$ cat config.mk
export PLATFORM = sky130hd
export DESIGN_NAME = krake_intercon_flat
export DESIGN_NICKNAME = d
export VERILOG_FILES = /design/src/rtl/krake_pkg.sv /design/src/rtl/krake_intercon_if.sv /design/src/rtl/krake_watchdog.sv /design/src/rtl/krake_intercon.sv /design/src/flat_wrapper.sv
export SDC_FILE = /design/constraint.sdc
export NUM_CORES = 1
export LEC_CHECK = 0
export ABC_AREA = 1
export BUFFER_PORTS_ARGS = -buffer_cell sky130_fd_sc_hd__buf_2
export CAP_MARGIN = 40
export CORE_ASPECT_RATIO = 1.5
export CORE_MARGIN = 2
export CORE_UTILIZATION = 40
export DETAILED_ROUTE_END_ITERATION = 7
export PLACE_DENSITY = 0.75
export SYNTH_ARGS = -nofsm -noshare
export SYNTH_HDL_FRONTEND = slang
export SYNTH_SLANG_ARGS = --single-unit
$ cat constraint.sdc
create_clock -name clk_i -period 3.77 [get_ports clk_i]
set_input_delay 0.377 -clock clk_i [delete_from_list [all_inputs] [get_ports clk_i]]
set_output_delay 0.377 -clock clk_i [all_outputs]
set_load 0.005 [all_outputs]
$ cat src/rtl/krake_pkg.sv
// krake_pkg: definitions shared by the krake interconnect.
//   - state_e   : interconnect transaction states (IDLE/WAIT/DONE)
//   - *_BASE    : base addresses of the attached slaves; the slave index
//                 is the upper nibble of the master address
//   - *_W_DEF   : default master / slave-local address widths
package krake_pkg;

    localparam int ADR_W_DEF = 8;
    localparam int SUB_W_DEF = 4;

    typedef enum logic [1:0] {
        ST_IDLE = 2'd0,
        ST_WAIT = 2'd1,
        ST_DONE = 2'd2
    } state_e;

    // Channel ports occupy slaves 0..7, clock generators slaves 8..11.
    localparam logic [7:0] CH1_BASE  = 8'h00;
    localparam logic [7:0] CH2_BASE  = 8'h10;
    localparam logic [7:0] CH3_BASE  = 8'h20;
    localparam logic [7:0] CH4_BASE  = 8'h30;
    localparam logic [7:0] CH5_BASE  = 8'h40;
    localparam logic [7:0] CH6_BASE  = 8'h50;
    localparam logic [7:0] CH7_BASE  = 8'h60;
    localparam logic [7:0] CH8_BASE  = 8'h70;
    localparam logic [7:0] CLKA_BASE = 8'h80;
    localparam logic [7:0] CLKB_BASE = 8'h90;
    localparam logic [7:0] CLKC_BASE = 8'hA0;
    localparam logic [7:0] CLKD_BASE = 8'hB0;

endpackage

$ cat src/rtl/krake_intercon_if.sv
// krake_intercon_if: bus signals between the master, the interconnect and
// the peripheral slaves.
//   master-side : stb_i, we_i, adr_i, dat_i (requests)
//                 dat_o, ack_o, err_o, busy_o (responses)
//   slave-side  : s_stb_o, s_we_o, s_adr_o, s_dat_o (to slaves)
//                 s_dat_i (8 bits per slave, slave k at [8k+7:8k]), s_ack_i
// Modports:
//   slave  : the interconnect's view (it is the slave of the master bus)
//   master : the bus master / slave-array view driving the interconnect
interface krake_intercon_if
    import krake_pkg::*;
#(
    parameter int N_SLAVES = 12,
    parameter int ADR_W    = ADR_W_DEF,
    parameter int SUB_W    = SUB_W_DEF
);

    logic                  stb_i;
    logic                  we_i;
    logic [ADR_W-1:0]      adr_i;
    logic [7:0]            dat_i;
    logic [7:0]            dat_o;
    logic                  ack_o;
    logic                  err_o;
    logic                  busy_o;
    logic [N_SLAVES-1:0]   s_stb_o;
    logic                  s_we_o;
    logic [SUB_W-1:0]      s_adr_o;
    logic [7:0]            s_dat_o;
    logic [8*N_SLAVES-1:0] s_dat_i;
    logic [N_SLAVES-1:0]   s_ack_i;

    modport slave (
        input  stb_i, we_i, adr_i, dat_i, s_dat_i, s_ack_i,
        output dat_o, ack_o, err_o, busy_o, s_stb_o, s_we_o, s_adr_o, s_dat_o
    );

    modport master (
        output stb_i, we_i, adr_i, dat_i, s_dat_i, s_ack_i,
        input  dat_o, ack_o, err_o, busy_o, s_stb_o, s_we_o, s_adr_o, s_dat_o
    );

endinterface

$ cat src/rtl/krake_watchdog.sv
// krake_watchdog: counts cycles spent waiting for a slave acknowledge.
//   clk_i     : system clock
//   rst_i     : synchronous active-high reset
//   clr_i     : clear the count (held while not waiting)
//   en_i      : count this cycle
//   expired_o : current cycle is the last one allowed (TIMEOUT-th)
// The count saturates at TIMEOUT rather than wrapping.
module krake_watchdog #(
    parameter int TIMEOUT = 16
) (
    input  logic clk_i,
    input  logic rst_i,
    input  logic clr_i,
    input  logic en_i,
    output logic expired_o
);

    localparam int CNT_W = $clog2(TIMEOUT + 1);

    logic [CNT_W-1:0] cnt_q;

    always_ff @(posedge clk_i) begin
        if (rst_i || clr_i) begin
            cnt_q <= '0;
        end else if (en_i && (cnt_q != CNT_W'(TIMEOUT))) begin
            cnt_q <= cnt_q + 1'b1;
        end
    end

    // cnt_q counts completed wait cycles, so TIMEOUT-1 marks the final one.
    assign expired_o = (cnt_q >= CNT_W'(TIMEOUT - 1));

endmodule

$ cat src/rtl/krake_intercon.sv
// krake_intercon: master-to-N_SLAVES interconnect.
//   clk_i : system clock (rising edge)
//   rst_i : synchronous active-high reset
//   bus   : krake_intercon_if.slave (master request/response and slave
//           strobe/ack/data signals)
// Decodes adr_i[ADR_W-1:SUB_W] into a one-hot slave strobe held until that
// slave acks; returns registered read data with a one-cycle ack_o, or a
// one-cycle err_o for unmapped addresses.
// Build option: define KRAKE_INTERCON_TIMEOUT_EN to add a watchdog that
// raises err_o when the selected slave does not ack within TIMEOUT cycles.
module krake_intercon
    import krake_pkg::*;
#(
    parameter int N_SLAVES = 12,
    parameter int ADR_W    = ADR_W_DEF,
    parameter int SUB_W    = SUB_W_DEF,
    parameter int TIMEOUT  = 16
) (
    input  logic               clk_i,
    input  logic               rst_i,
    krake_intercon_if.slave    bus
);

    localparam int IDX_W = ADR_W - SUB_W;

    if (N_SLAVES < 1 || N_SLAVES > 2 ** IDX_W || TIMEOUT < 1) begin : g_bad_params
        $error("krake_intercon: illegal N_SLAVES/ADR_W/SUB_W/TIMEOUT combination");
    end

    state_e              state_q, state_d;
    logic [IDX_W-1:0]    idx_q, idx_d;
    logic [N_SLAVES-1:0] s_stb_q, s_stb_d;
    logic                s_we_q, s_we_d;
    logic [SUB_W-1:0]    s_adr_q, s_adr_d;
    logic [7:0]          s_dat_q, s_dat_d;
    logic [7:0]          dat_q, dat_d;
    logic                ack_q, ack_d;
    logic                err_q, err_d;
    logic [IDX_W-1:0]    adr_idx;
    logic                timeout;

    assign adr_idx = bus.adr_i[ADR_W-1:SUB_W];

`ifdef KRAKE_INTERCON_TIMEOUT_EN
    // Held clear outside WAIT, so every WAIT entry starts from zero.
    krake_watchdog #(
        .TIMEOUT (TIMEOUT)
    ) u_watchdog (
        .clk_i     (clk_i),
        .rst_i     (rst_i),
        .clr_i     (state_q != ST_WAIT),
        .en_i      (state_q == ST_WAIT),
        .expired_o (timeout)
    );
`else
    assign timeout = 1'b0;
`endif

    always_comb begin
        // NOTE: every output of this block gets a default first, so no path
        // leaves a variable unassigned and no latch is inferred.
        state_d = state_q;
        idx_d   = idx_q;
        s_stb_d = s_stb_q;
        s_we_d  = s_we_q;
        s_adr_d = s_adr_q;
        s_dat_d = s_dat_q;
        dat_d   = dat_q;
        ack_d   = 1'b0;
        err_d   = 1'b0;

        case (state_q)
            ST_IDLE: begin
                if (bus.stb_i) begin
                    idx_d   = adr_idx;
                    s_we_d  = bus.we_i;
                    s_adr_d = bus.adr_i[SUB_W-1:0];
                    s_dat_d = bus.dat_i;
                    if (32'(adr_idx) < N_SLAVES) begin
                        s_stb_d = N_SLAVES'(1) << adr_idx;
                        state_d = ST_WAIT;
                    end else begin
                        err_d   = 1'b1;
                        state_d = ST_DONE;
                    end
                end
            end
            ST_WAIT: begin
                // Ack is tested before timeout: an ack on the last allowed
                // cycle still completes normally.
                if (bus.s_ack_i[idx_q]) begin
                    dat_d   = bus.s_dat_i[8*int'(idx_q) +: 8];
                    ack_d   = 1'b1;
                    s_stb_d = '0;
                    state_d = ST_DONE;
                end else if (timeout) begin
                    err_d   = 1'b1;
                    s_stb_d = '0;
                    state_d = ST_DONE;
                end
            end
            ST_DONE: state_d = ST_IDLE;
            default: state_d = ST_IDLE;
        endcase
    end

    always_ff @(posedge clk_i) begin
        // NOTE: sequential state uses non-blocking assignments so every
        // register samples pre-edge values regardless of statement order.
        if (rst_i) begin
            state_q <= ST_IDLE;
            idx_q   <= '0;
            s_stb_q <= '0;
            s_we_q  <= 1'b0;
            s_adr_q <= '0;
            s_dat_q <= '0;
            dat_q   <= '0;
            ack_q   <= 1'b0;
            err_q   <= 1'b0;
        end else begin
            state_q <= state_d;
            idx_q   <= idx_d;
            s_stb_q <= s_stb_d;
            s_we_q  <= s_we_d;
            s_adr_q <= s_adr_d;
            s_dat_q <= s_dat_d;
            dat_q   <= dat_d;
            ack_q   <= ack_d;
            err_q   <= err_d;
        end
    end

    assign bus.dat_o   = dat_q;
    assign bus.ack_o   = ack_q;
    assign bus.err_o   = err_q;
    assign bus.busy_o  = (state_q != ST_IDLE);
    assign bus.s_stb_o = s_stb_q;
    assign bus.s_we_o  = s_we_q;
    assign bus.s_adr_o = s_adr_q;
    assign bus.s_dat_o = s_dat_q;

endmodule

$ cat src/flat_wrapper.sv
// flat-port wrapper written by rule: the top's interface ports become plain ports
module krake_intercon_flat import krake_pkg::*;
#(
    parameter int N_SLAVES = 12,
    parameter int ADR_W    = ADR_W_DEF,
    parameter int SUB_W    = SUB_W_DEF,
    parameter int TIMEOUT  = 16
)
  (clk_i, rst_i, bus_stb_i, bus_we_i, bus_adr_i, bus_dat_i, bus_s_dat_i, bus_s_ack_i, bus_dat_o, bus_ack_o, bus_err_o, bus_busy_o, bus_s_stb_o, bus_s_we_o, bus_s_adr_o, bus_s_dat_o);
  krake_intercon_if #(.N_SLAVES(N_SLAVES), .ADR_W(ADR_W), .SUB_W(SUB_W)) bus_i ();
  input  logic clk_i;
  input  logic rst_i;
  input wire logic [$bits(bus_i.stb_i)-1:0] bus_stb_i;
  input wire logic [$bits(bus_i.we_i)-1:0] bus_we_i;
  input wire logic [$bits(bus_i.adr_i)-1:0] bus_adr_i;
  input wire logic [$bits(bus_i.dat_i)-1:0] bus_dat_i;
  input wire logic [$bits(bus_i.s_dat_i)-1:0] bus_s_dat_i;
  input wire logic [$bits(bus_i.s_ack_i)-1:0] bus_s_ack_i;
  output wire logic [$bits(bus_i.dat_o)-1:0] bus_dat_o;
  output wire logic [$bits(bus_i.ack_o)-1:0] bus_ack_o;
  output wire logic [$bits(bus_i.err_o)-1:0] bus_err_o;
  output wire logic [$bits(bus_i.busy_o)-1:0] bus_busy_o;
  output wire logic [$bits(bus_i.s_stb_o)-1:0] bus_s_stb_o;
  output wire logic [$bits(bus_i.s_we_o)-1:0] bus_s_we_o;
  output wire logic [$bits(bus_i.s_adr_o)-1:0] bus_s_adr_o;
  output wire logic [$bits(bus_i.s_dat_o)-1:0] bus_s_dat_o;
  assign bus_i.stb_i = bus_stb_i;
  assign bus_i.we_i = bus_we_i;
  assign bus_i.adr_i = bus_adr_i;
  assign bus_i.dat_i = bus_dat_i;
  assign bus_i.s_dat_i = bus_s_dat_i;
  assign bus_i.s_ack_i = bus_s_ack_i;
  assign bus_dat_o = bus_i.dat_o;
  assign bus_ack_o = bus_i.ack_o;
  assign bus_err_o = bus_i.err_o;
  assign bus_busy_o = bus_i.busy_o;
  assign bus_s_stb_o = bus_i.s_stb_o;
  assign bus_s_we_o = bus_i.s_we_o;
  assign bus_s_adr_o = bus_i.s_adr_o;
  assign bus_s_dat_o = bus_i.s_dat_o;
  krake_intercon #(.N_SLAVES(N_SLAVES), .ADR_W(ADR_W), .SUB_W(SUB_W), .TIMEOUT(TIMEOUT)) u_core (.clk_i(clk_i), .rst_i(rst_i), .bus(bus_i));
endmodule
-- Yosys cells after proc, flatten, opt, wreduce, memory -nomap -nowiden
Cells that the tools add are included.
- output and inout bits: 36
- input port bits: 128
- register bits after elaboration: 41
- reductions and logical operators: 9
- bitwise operators: 3
- $lt $le $gt $ge: 2
- shift operators: 2
- mux-type cells: 12
- equal/unequal tests: 4
- operators by type and width (cell ; count):
    96-bit by 8-bit variable part select with 8-bit output ; 1
    12-bit 2-to-1 mux ; 3
    12-bit one-hot mux with 2 select lines ; 1
    1-bit by 4-bit left shift with 12-bit output, first input constant ; 1
    2-bit 2-to-1 mux ; 3
    2-bit AND reduction ; 3
    4-bit by 5-bit < comparator with 1-bit output, second input constant ; 1
    1-bit binary-select mux with 4-bit select ; 1
    4-bit < comparator, second input constant ; 1
    2-bit by 1-bit != test with 1-bit output, second input constant ; 2
    2-bit one-hot mux with 2 select lines ; 1
    4-bit AND reduction ; 1
    2-bit nonzero test ; 2
    1-bit 2-to-1 mux ; 3
    1-bit inverter ; 3
    3-bit OR reduction ; 1
    2-bit by 1-bit equality test with 1-bit output, second input constant ; 1
    2-bit zero test ; 1
    2-bit != test, second input constant ; 1
    2-bit OR reduction ; 1

-- Longest topological paths before layout
Gate-level depths: netlist of run 1.
- word-level depth: 4
- depth in mapped cells: 13

-- Least setup slack after synthesis of run 1
Ideal clock, no wire load.
- path type: register to register
- from: register u_core.idx_q[0]
- to: register u_core.s_stb_q[11], in the netlist u_core.bus.s_stb_o[11]
- period minus slack after synthesis: 1.339 ns
- required time: 3.655 ns
- path slack: 2.431 ns
- arrival time: 1.224 ns
- stages on the path, launching flop included: 12
- cells stage by stage: dfxtp_1 > buf_6 > inv_6 > nand2_1 > nand2_1 > nand2_1 > nand3_2 > nand3_4 > nand3_4 > buf_6 > a21oi_1 > nor2_1
- cells in the longest elaborated chain, start to end: 4
- ends and longest elaborated chain (item ; RTL line ; RTL):
    from (decl) ; krake_intercon.sv:31 ; logic [IDX_W-1:0] idx_q, idx_d;
    from (signal assigned) ; krake_intercon.sv:122 ; idx_q <= idx_d;
    1-bit binary-select mux with 4-bit select ; krake_intercon.sv:91 ; if (bus.s_ack_i[idx_q]) begin
    1-bit 2-to-1 mux (implied by the code) ; krake_intercon.sv:91 ;
    2-bit by 1-bit != test with 1-bit output (no source line) ; -- ;
    4-bit AND reduction (no source line) ; -- ;
    to (signal assigned) ; krake_intercon.sv:123 ; s_stb_q <= s_stb_d;
    to (decl) ; krake_intercon.sv:32 ; logic [N_SLAVES-1:0] s_stb_q, s_stb_d;
Every way passes these cells. The select of a mux whose other input is x is not followed.
A chain may end at the register's enable or synchronous reset.

-- Worst setup path in the final report of run 1
- from: register u_core.idx_q[1]
- to: register u_core.s_stb_q[3], in the netlist u_core.bus.s_stb_o[3]
Same word-level chain as after synthesis.

==> qor.yml, run 1 <==
ios: 164
avgSynthCellArea_um2: 6.18
num_rows: 37
synth_top_family_by_area: "simple AND/OR/NAND/NOR gates"
post_cts_buffers: 0
cts_resized: 0
synth_top_area_share_pct: 29.9
grt_pass1_wl_um: 14300
core-area_um2: 6760
required_ps: 3960
drc: 0
synth-xor-area-share_pct: 0
start_util_pct: 40.7
worst_pin_slew_ps: 670
arrival_ps: 2360
ys_types: 27
max-slew-margin-rel_pct: 55.3
fin_nets: 719
hold_viol: 0
slew_violations: 0
cts_buffer_depth: 2
synthAdderAreaFrac_pct: 0
crit_path_end_kind: "register"
track_usage_pct: 23.0
yosys_warnings: 0
fin_tns_setup_ps: 0
h-tree-depth: 2
gp_congestion: 0.892
viasPerCell: 5.13
synth_nets: 573
ant_nets: 0
post-synth-top-count-cell: "nor2_1"
drive_above_1_share_pct: 33.7
start_kind: "register"
cp_max_fo: 26
synthToLayoutAreaGrowth_pct: 33.2
ys_seq_area_share_pct: 29.9
synth_compound_area_share_pct: 22.2
hp-class: "in2reg"
hpwl_um: 6650
clock_sinks: 41
fin_util_pct: 54.2
status: "finished, final reports clean"
post-route-period-util_pct: 57.6
cts_buffers: 5
powerDensity_nw_per_um2: 365
period_needed_ps: 2170
muxShareOfSynthArea_pct: 0
drv_cap: 0
yosys.area_share.simple_pct: 37.8
worstRegToRegCells: 8
dr.pass1.iters: 5
worstSkewPairLatency_ps: 300
worstHoldPathCells: 2
clockRootBuffer: "clkbuf_8"
grt_pass1_vias: 3176
critPathKind: "reg2reg"
cts_tree: "yes"
rsz0062_at_grt: "no"
syn_inst: 445
synth_edf_count: 0
drt_iter0_markers: 222
antenna_cells: 0
async_reset_ff_share_pct: 0
synthFlopType: "dfxtp_1"
synthesis.area_um2: 2750
p_leak_nw: 1.91
irDropWorstVdd_mv: 0.397
grt_max_degree: 55
die-area_um2: 7560
dieWidth_um: 71.7
ys_top_cells_by_count: "nor2_1 (125), nand2_1 (65), o21ai_0 (59)"
synth_top_area_cell: "dfxtp_1"
skew_ps: 7.60
max_freq_ghz: 0.460
fp.dieH_um: 106
netlist_top_cells_area: "dfxtp_1 (30%), nor2_1 (17%), o21ai_0 (11%)"
clk_pin_slew_ps: 80
synth_seq_cells: 41
grt_antenna_before_repair: 0
num_vias: 3434
wl_um: 8820
wire_per_inst_um: 13.2
setup_viol: 0
portBuffers: 163
gr-total-overflow: 0
cts_hold_buf: 0
state kept, by name, indices dropped and copies added, names as in the netlist:
signal              count
u_core.bus.s_stb_o     12
u_core.bus.dat_o        8
u_core.bus.s_dat_o      8
u_core.bus.s_adr_o      4
u_core.idx_q            4
u_core.state_q          2
u_core.bus.ack_o        1
u_core.bus.err_o        1
u_core.bus.s_we_o       1
where the power goes:
group,total (mW),switching [mW],internal (mW)
Combinational,0.509,0.292,0.217
Sequential,0.530,0.0441,0.486
Clock,0.296,0.151,0.145
worst paths after layout:
kind | from | to | slack, ps
setup reg to reg | u_core.idx_q[1]$_SDFFE_PP0N_ | u_core.bus.s_stb_o[3]$_SDFFE_PP0P_ | 1600
hold reg to reg | u_core.bus.s_stb_o[10]$_SDFFE_PP0P_ | u_core.bus.s_stb_o[10]$_SDFFE_PP0P_ | 480
setup / recovery | u_core.idx_q[1]$_SDFFE_PP0N_ | u_core.bus.s_stb_o[3]$_SDFFE_PP0P_ | 1600
hold / removal | rst_i | u_core.state_q[1]$_SDFFE_PP0P_ | 300
kinds of logic after synthesis:
| family | after synthesis |
|---|---|
| flops | 41 |
| buf+inv | 57 |
| simple gates | 236 |
| compound gates | 111 |
cells in the final DEF, fill, tap and decap left out, types with 2 or more instances in the layout:
cell,Yosys,routed
a21oi_1,16,16
buf_2,9,163
buf_4,5,2
clkbuf_8,0,6
dfxtp_1,41,40
inv_1,23,23
inv_2,3,3
nand2_1,65,65
nand2_2,3,3
nand3_1,22,22
nand3_2,8,8
nand3_4,2,2
nor2_1,125,125
nor2_4,2,2
nor3_1,5,5
o211ai_1,16,16
o21ai_0,59,59
o21ai_1,11,11
o22ai_1,8,8
layer usage:
layer	share of wire, %	GRT usage (%)	vias to the layer above
met4	2.6	9.03	0
met3	7.0	4.11	20
li1	-	-	1751
met5	0	0	-
met2	48	37.0	119
met1	43	30.2	1544
per-stage QoR:
| stage | total power, mW | cells | hold WS (ps) | area (um2) | setup slack, ps |
|---|---|---|---|---|---|
| detailed placement | 1.05 | 662 | 469 | 3570 | 1610 |
| CTS | 1.34 | 669 | 302 | 3660 | 1620 |
| global route | 1.43 | 669 | 304 | 3660 | 1350 |
| floorplan | 0.869 | 445 | 446 | 2750 | 2430 |
| finish | 1.34 | 669 | 299 | 3660 | 1600 |
| global placement | 1.02 | 659 | 460 | 3510 | 1480 |
layout make-up:
cell class	instances	area, um2
repair buffers	168	893
clock inverters	1	7.51
well taps	78	97.6
fillers	688	3100
clock buffers	6	82.6
multi-input cells	347	1650
inverters	28	110
flip-flops and latches	41	822
critical path: stages (launching register included):
cell	delay, ps
dfxtp_1	750
buf_4	380
nor2_1	70
o21ai_1	70
o21ai_1	80
nand2_2	100
nand3_4	280
a21oi_1	250
nor2_1	70
Note: power is estimated with default switching activity, not from simulation.
==> inputs of run 2 (changes only) <==
ABC_AREA = 0   (was 1)
PLACE_DENSITY = 0.76   (was 0.75)
clock period = 2.1 ns   (was 3.77 ns; I/O delays follow)
==> run 2 against run 1 <==
Net effect:
- sequential share of layout area is 0.95 points higher
- final cell count is 26% lower
- first-iteration DRC count is 41% lower
- global-route usage is 1.8 points lower
- largest power group unchanged
- worst hold slack worse by 150 ps
- critical path depth is 2 lower
- clock-buffer cell count stayed put
- clock power is 65% higher
- clock skew is 1.2 ps lower
- largest cell class unchanged
- area after synthesis is 7.0% lower
- synthesized cell count is 42% lower
- worst setup slack worse by 1500 ps
==> qor.yml, run 2 <==
gp_congestion: 0.808  # was 0.892
internal_power_mw: 1.34  # was 848 uW
switching_power_uw: 582  # was 487 uW
portBuffers: 163  # unchanged
synthAdderAreaFrac_pct: 0  # unchanged
ios: 164  # unchanged
drc: 0  # unchanged
grt_use_met3_pct: 4.64  # was 4.11%
powerDensity_nw_per_um2: 547  # was 365 nW/um2
wl_um: 8090  # was 8820 um
clock_sinks: 41  # unchanged
core-area_um2: 6170  # was 6760 um2
synth_top_area_share_pct: 32.1  # was 29.9%
swShare_pct: 30.3  # was 36.5%
ys_top_cells_by_count: "nand2_1 (59), dfxtp_1 (41), a21oi_1 (27), mux2i_1 (27), mux4_2 (12)"  # was nor2_1 (125), nand2_1 (65), o21ai_0 (59)
grt_max_degree: 32  # was 55
critPathKind: "reg2reg"  # unchanged
worstSkewPairLatency_ps: 290  # was 300 ps
required_ps: 2280  # was 3960 ps
period_needed_ps: 1960  # was 2170 ps
use_met1_pct: 24.9  # was 30.2%
ys_seq_area_share_pct: 32.1  # was 29.9%
grt_pass1_vias: 2644  # was 3176
status: "finished, final reports clean"  # unchanged
fin_tns_setup_ps: 0  # unchanged
grt.busiest_layer: "met2"  # unchanged
setup_viol: 0  # unchanged
fillCellCount: 591  # was 688
netlist_top_cells_area: "dfxtp_1 (32%), mux2i_1 (11%), mux4_2 (11%)"  # was dfxtp_1 (30%), nor2_1 (17%), o21ai_0 (11%)
crit_path_end_kind: "register"  # unchanged
synthToLayoutAreaGrowth_pct: 37.4  # was 33.2%
layout_commonest_cell: "buf_2"  # unchanged
drt_iter0_markers: 131  # was 222
synthesis.area_um2: 2560  # was 2750 um2
grt_pass1_wl_um: 12200  # was 14300 um
cp_max_fo: 7  # was 26
layoutNonFillerInstCount: 492  # was 669
arrival_ps: 2140  # was 2360 ps
antenna_cells: 0  # unchanged
dp.cells: 484  # was 662
p_clk_share_pct: 25.4  # was 22.2%
skew_ps: 6.44  # was 7.60 ps
cts_buffers: 5  # unchanged
num_vias: 2675  # was 3434
irDropWorstVdd_mv: 0.416  # was 0.397 mV
use_met2_pct: 37.9  # was 37.0%
max_freq_ghz: 0.510  # was 0.460 GHz
yosys.area_share.simple_pct: 15.6  # was 37.8%
rsz0062_at_grt: "no"  # unchanged
track_usage_pct: 21.2  # was 23.0%
cts_buffer_depth: 2  # unchanged
hpwl_um: 6420  # was 6650 um
post-route-period-util_pct: 93.4  # was 57.6%
post-synth-top-count-cell: "nand2_1"  # was nor2_1
drv_cap: 0  # unchanged
combPwrFrac_pct: 30.6  # was 38.1%
dieWidth_um: 69.3  # was 71.7 um
drive_above_1_share_pct: 50.2  # was 33.7%
start_util_pct: 41.4  # was 40.7%
yosys_warnings: 0  # unchanged
avgSynthCellArea_um2: 9.87  # was 6.18 um2
mostFrequentLayoutCells: "buf_2 (163), nand2_1 (59), dfxtp_1 (40), a21oi_1 (27), mux2i_1 (27)"  # was buf_2 (163), nor2_1 (125), nand2_1 (65), o21ai_0 (59), dfxtp_1 (40)
cts_tree: "yes"  # unchanged
async_reset_ff_share_pct: 0  # unchanged
worst_pin_slew_ps: 649  # was 670 ps
fp.dieH_um: 102  # was 106 um
synth_top_area_cell: "dfxtp_1"  # unchanged
viasPerCell: 5.44  # was 5.13
grt_antenna_before_repair: 0  # unchanged
ys_types: 35  # was 27
synth-xor-area-share_pct: 0  # unchanged
synth_edf_count: 0  # unchanged
synth_compound_area_share_pct: 20.1  # was 22.2%
synth_seq_cells: 41  # unchanged
hold_viol: 0  # unchanged
wire_per_inst_um: 16.4  # was 13.2 um
clockRootBuffer: "clkbuf_8"  # unchanged
slew_violations: 0  # unchanged
power_mw: 1.92  # was 1.34 mW
hp-class: "in2reg"  # unchanged
seq_power_share_pct: 44.0  # was 39.7%
muxShareOfSynthArea_pct: 26.3  # was 0%
p_leak_nw: 1.63  # was 1.91 nW
synthFlopType: "dfxtp_1"  # unchanged
gr-total-overflow: 0  # unchanged
die-area_um2: 7060  # was 7560 um2
clk_pin_slew_ps: 80  # about the same
h-tree-depth: 2  # unchanged
max-slew-margin-rel_pct: 56.6  # was 55.3%
cts_hold_buf: 0  # unchanged
syn_inst: 259  # was 445
ant_nets: 0  # unchanged
post_cts_buffers: 0  # unchanged
dr.pass1.iters: 4  # was 5
num_rows: 35  # was 37
start_kind: "register"  # unchanged
largest_register_ffs: 12  # unchanged
synth_top_family_by_area: "multiplexers"  # was simple AND/OR/NAND/NOR gates
synth_nets: 387  # was 573
fin_nets: 545  # was 719
run 2: worst paths after layout:
check	startpoint	endpoint	slack, ps	cells past startpoint
setup / recovery	u_core.idx_q[0]$_SDFFE_PP0N_	u_core.bus.s_stb_o[5]$_SDFFE_PP0P_	140	6
hold / removal	bus_adr_i[3]	u_core.bus.s_adr_o[3]$_SDFFE_PP0N_	150	3
setup reg to reg	u_core.idx_q[0]$_SDFFE_PP0N_	u_core.bus.s_stb_o[5]$_SDFFE_PP0P_	140	6
hold reg to reg	u_core.bus.s_adr_o[3]$_SDFFE_PP0N_	u_core.bus.s_adr_o[3]$_SDFFE_PP0N_	450	2
run 2: power by group through the flow:
| stage | clock [mW] | sequential [mW] | combinational [mW] |
|---|---|---|---|
| 4_1_cts | 0.501 | 0.845 | 0.586 |
| 5_1_grt | 0.534 | 0.851 | 0.639 |
| 6_report | 0.489 | 0.845 | 0.589 |
| 3_3_place_gp | 0 | 0.862 | 0.571 |
| 3_5_place_dp | 0 | 0.863 | 0.584 |
| 2_1_floorplan | 0 | 0.860 | 0.365 |
run 2: critical path: stages, from the launching register on:
cell	delay [ps]
dfxtp_2	350
mux4_2	520
and4b_1	240
a31oi_4	180
nand2_1	210
buf_4	230
mux2i_1	120
run 2: area by class of cell:
class	count	area [um2]	share of cell area, %
clock buffers	6	72.6	2.07
flip-flops and latches	41	822	23.4
repair buffers	175	918	26.1
well taps	74	92.6	2.64
inverters	2	7.51	0.214
clock inverters	2	10.0	0.285
multi-input cells	192	1590	45.3
run 2: through the flow:
step	utilization, %	instance area [um2]	setup slack, ps	hold slack [ps]
2_1_floorplan	-	2560	269	346
3_3_place_gp	55.5	3420	173	438
3_5_place_dp	55.5	3420	99.1	445
4_1_cts	56.8	3510	84.7	149
5_1_grt	56.9	3510	11.1	164
6_report	56.9	3510	140	152
run 2: kinds of logic after synthesis:
kind of cell           Yosys count
buffers and inverters           26
AO/OA/AOI/OAI                   61
multiplexers                    44
AND/OR/NAND/NOR                 87
flip-flops                      41
run 2: timing repair:
action,in CTS,in global routing
endpoints found under the setup margin,0,1
hold endpoints to repair,0,0
gates resized for setup,0,1
run 2: routing by layer:
metal	vias to the layer above	wire [um]	part of all wire, %
met1	1259	3150	39
li1	1298	-	-
met4	0	208	2.6
met3	14	499	6.2
met2	104	4230	52
met5	-	0	0
==> inputs of run 3 (changes only) <==
CELL_PAD_IN_SITES_DETAIL_PLACEMENT = 1   (was unset)
CELL_PAD_IN_SITES_GLOBAL_PLACEMENT = 2   (was unset)
CORE_UTILIZATION = 23   (was 40)
PLACE_DENSITY = unset   (was 0.76)
PLACE_DENSITY_LB_ADDON = 0.1   (was unset)
==> run 3 against run 2 <==
Net effect:
- final cell count is 15% higher
- non-clock buffer count is 1 higher
- register-to-register slack hardly changed
- core utilization is 23 points lower
- power is 14% higher
- clock-buffer cell count stayed put
- via count is 0.49% lower
- sequential share of layout area is 1.1 points lower
- global-route usage is 5.0 points lower
- design area is 5.0% higher
- routed wire length is 19% higher
- critical path depth stayed put
- critical path type unchanged
- largest cell class unchanged
- largest power group unchanged
==> qor.yml, run 3 (synthesized netlist as in run 2, its figures left out) <==
status: "finished, final reports clean"  # unchanged
layout_commonest_cell: "buf_2"  # unchanged
track_usage_pct: 16.2  # was 21.2%
cp_max_fo: 11  # was 7
worstSkewPairLatency_ps: 290  # about the same
start_util_pct: 23.4  # was 41.4%
worst_pin_slew_ps: 676  # was 649 ps
gp_congestion: 0.734  # was 0.808
mostFrequentLayoutCells: "buf_2 (163), nand2_1 (59), dfxtp_1 (40), a21oi_1 (27), mux2i_1 (27)"  # unchanged
grt_pass1_wl_um: 15700  # was 12200 um
irDropWorstVdd_mv: 0.401  # was 0.416 mV
gr-total-overflow: 0  # unchanged
wire_per_inst_um: 17.0  # was 16.4 um
max_freq_ghz: 0.512  # was 0.510 GHz
skew_ps: 3.39  # was 6.44 ps
clk_pin_slew_ps: 60  # was 80 ps
drc: 0  # unchanged
hold_slack_ps: 155  # was 152 ps
post_cts_buffers: 0  # unchanged
dr.pass1.iters: 4  # unchanged
fillCellCount: 1371  # was 591
period_needed_ps: 1950  # was 1960 ps
num_rows: 47  # was 35
wl_um: 9600  # was 8090 um
swShare_pct: 29.3  # was 30.3%
num_vias: 2662  # was 2675
cts_tree: "yes"  # unchanged
drive_above_1_share_pct: 50.1  # was 50.2%
core-area_um2: 10900  # was 6170 um2
antenna_cells: 0  # unchanged
max-slew-margin-rel_pct: 54.8  # was 56.6%
critPathKind: "reg2reg"  # unchanged
r2r-end: "u_core.bus.s_stb_o[3]$_SDFFE_PP0P_"  # was u_core.bus.s_stb_o[5]$_SDFFE_PP0P_
dieWidth_um: 90.1  # was 69.3 um
fin_nets: 546  # was 545
post-route-period-util_pct: 93.1  # was 93.4%
p_leak_nw: 1.67  # was 1.63 nW
clockRootBuffer: "clkbuf_16"  # was clkbuf_8
synthToLayoutAreaGrowth_pct: 44.2  # was 37.4%
ant_nets: 0  # unchanged
p_clk_share_pct: 33.9  # was 25.4%
worstSetupStartpoint: "u_core.idx_q[0]$_SDFFE_PP0N_"  # unchanged
setup_viol: 0  # unchanged
internal_power_mw: 1.56  # was 1.34 mW
viasPerCell: 4.70  # was 5.44
fin_tns_setup_ps: 0  # unchanged
worstRegToRegCells: 6  # unchanged
grt_max_degree: 23  # was 32
required_ps: 2280  # about the same
grt_antenna_before_repair: 0  # unchanged
cts_hold_buf: 0  # unchanged
layout_setup_ws_ps: 145  # was 140 ps
hp-class: "in2reg"  # unchanged
powerDensity_nw_per_um2: 597  # was 547 nW/um2
fp.dieH_um: 133  # was 102 um
combPwrFrac_pct: 27.6  # was 30.6%
switching_power_uw: 645  # was 582 uW
grt_pass1_vias: 2864  # was 2644
crit_path_end_kind: "register"  # unchanged
drt_iter0_markers: 55  # was 131
arrival_ps: 2130  # was 2140 ps
drv_cap: 0  # unchanged
seq_power_share_pct: 38.5  # was 44.0%
rsz0062_at_grt: "no"  # unchanged
multi_input_area_um2: 1580  # was 1590 um2
portBuffers: 163  # unchanged
r2r_slack_ps: 150  # was 140 ps
h-tree-depth: 2  # unchanged
start_kind: "register"  # unchanged
preCtsSetupSlack_ps: 138  # was 99.1 ps
seqCellArea_um2: 822  # unchanged
crit-reg2reg-launch: "u_core.idx_q[0]$_SDFFE_PP0N_"  # unchanged
ios: 164  # unchanged
die-area_um2: 12000  # was 7060 um2
cts_buffers: 5  # unchanged
cts_resized: 0  # unchanged
largest_register_ffs: 12  # unchanged
cts_buffer_depth: 2  # unchanged
hold_viol: 0  # unchanged
hpwl_um: 7880  # was 6420 um
endpoint: "u_core.bus.s_stb_o[3]$_SDFFE_PP0P_"  # was u_core.bus.s_stb_o[5]$_SDFFE_PP0P_
clock_sinks: 41  # unchanged
slew_violations: 0  # unchanged
[run 3: critical path, stage by stage (launching register included)]
cell,delay [ps]
dfxtp_2,370
mux4_2,520
and4b_1,240
a31oi_4,220
nand2_1,80
buf_4,200
a41o_1,220
[run 3: power groups by stage]
| stage | Combinational (mW) | Clock [mW] | Sequential (mW) |
|---|---|---|---|
| after floorplan | 0.365 | 0 | 0.860 |
| after global placement | 0.615 | 0 | 0.865 |
| after detailed placement | 0.620 | 0 | 0.866 |
| after CTS | 0.624 | 0.774 | 0.849 |
| after global routing | 0.676 | 0.803 | 0.854 |
| final | 0.606 | 0.746 | 0.848 |
[run 3: how the worst min path moves through the flow]
stage | from | endpoint | slack (ps) | depth (start not counted)
floorplan | bus_adr_i[0] | u_core.bus.s_adr_o[0]$_SDFFE_PP0N_ | 350 | 2
global placement | u_core.bus.s_dat_o[5]$_SDFFE_PP0N_ | u_core.bus.s_dat_o[5]$_SDFFE_PP0N_ | 440 | 2
detailed placement | u_core.bus.s_dat_o[5]$_SDFFE_PP0N_ | u_core.bus.s_dat_o[5]$_SDFFE_PP0N_ | 450 | 2
CTS | bus_dat_i[0] | u_core.bus.s_dat_o[0]$_SDFFE_PP0N_ | 150 | 3
global route | bus_dat_i[5] | u_core.bus.s_dat_o[5]$_SDFFE_PP0N_ | 180 | 3
finish | bus_dat_i[6] | u_core.bus.s_dat_o[6]$_SDFFE_PP0N_ | 160 | 3
[run 3: area by class of cell]
class | instances | share of cell area (%)
Tap cell | 147 | 4.99
Multi-Input combinational cell | 192 | 43.0
Clock buffer | 6 | 3.50
Timing Repair Buffer | 176 | 25.8
Clock inverter | 2 | 0.271
Sequential cell | 41 | 22.3
Inverter | 2 | 0.204
[run 3: through the flow]
| stage | instance area [um2] | utilization (%) | cells | power, mW |
|---|---|---|---|---|
| 6_report | 3690 | 33.7 | 566 | 2.20 |
| 5_1_grt | 3690 | 33.7 | 566 | 2.33 |
| 4_1_cts | 3690 | 33.7 | 566 | 2.25 |
| 3_5_place_dp | 3550 | 32.4 | 558 | 1.49 |
| 3_3_place_gp | 3550 | 32.4 | 558 | 1.48 |
| 2_1_floorplan | 2560 | - | 259 | 1.22 |
[run 3: layer usage]
layer  GRT usage [%]  vias to the layer above  routed length [um]
met5               0                        -                   0
met4            4.10                        0                 112
met3            4.75                        7                 773
met2            30.2                      119                4930
met1            18.0                     1233                3780
li1                -                     1303                   -
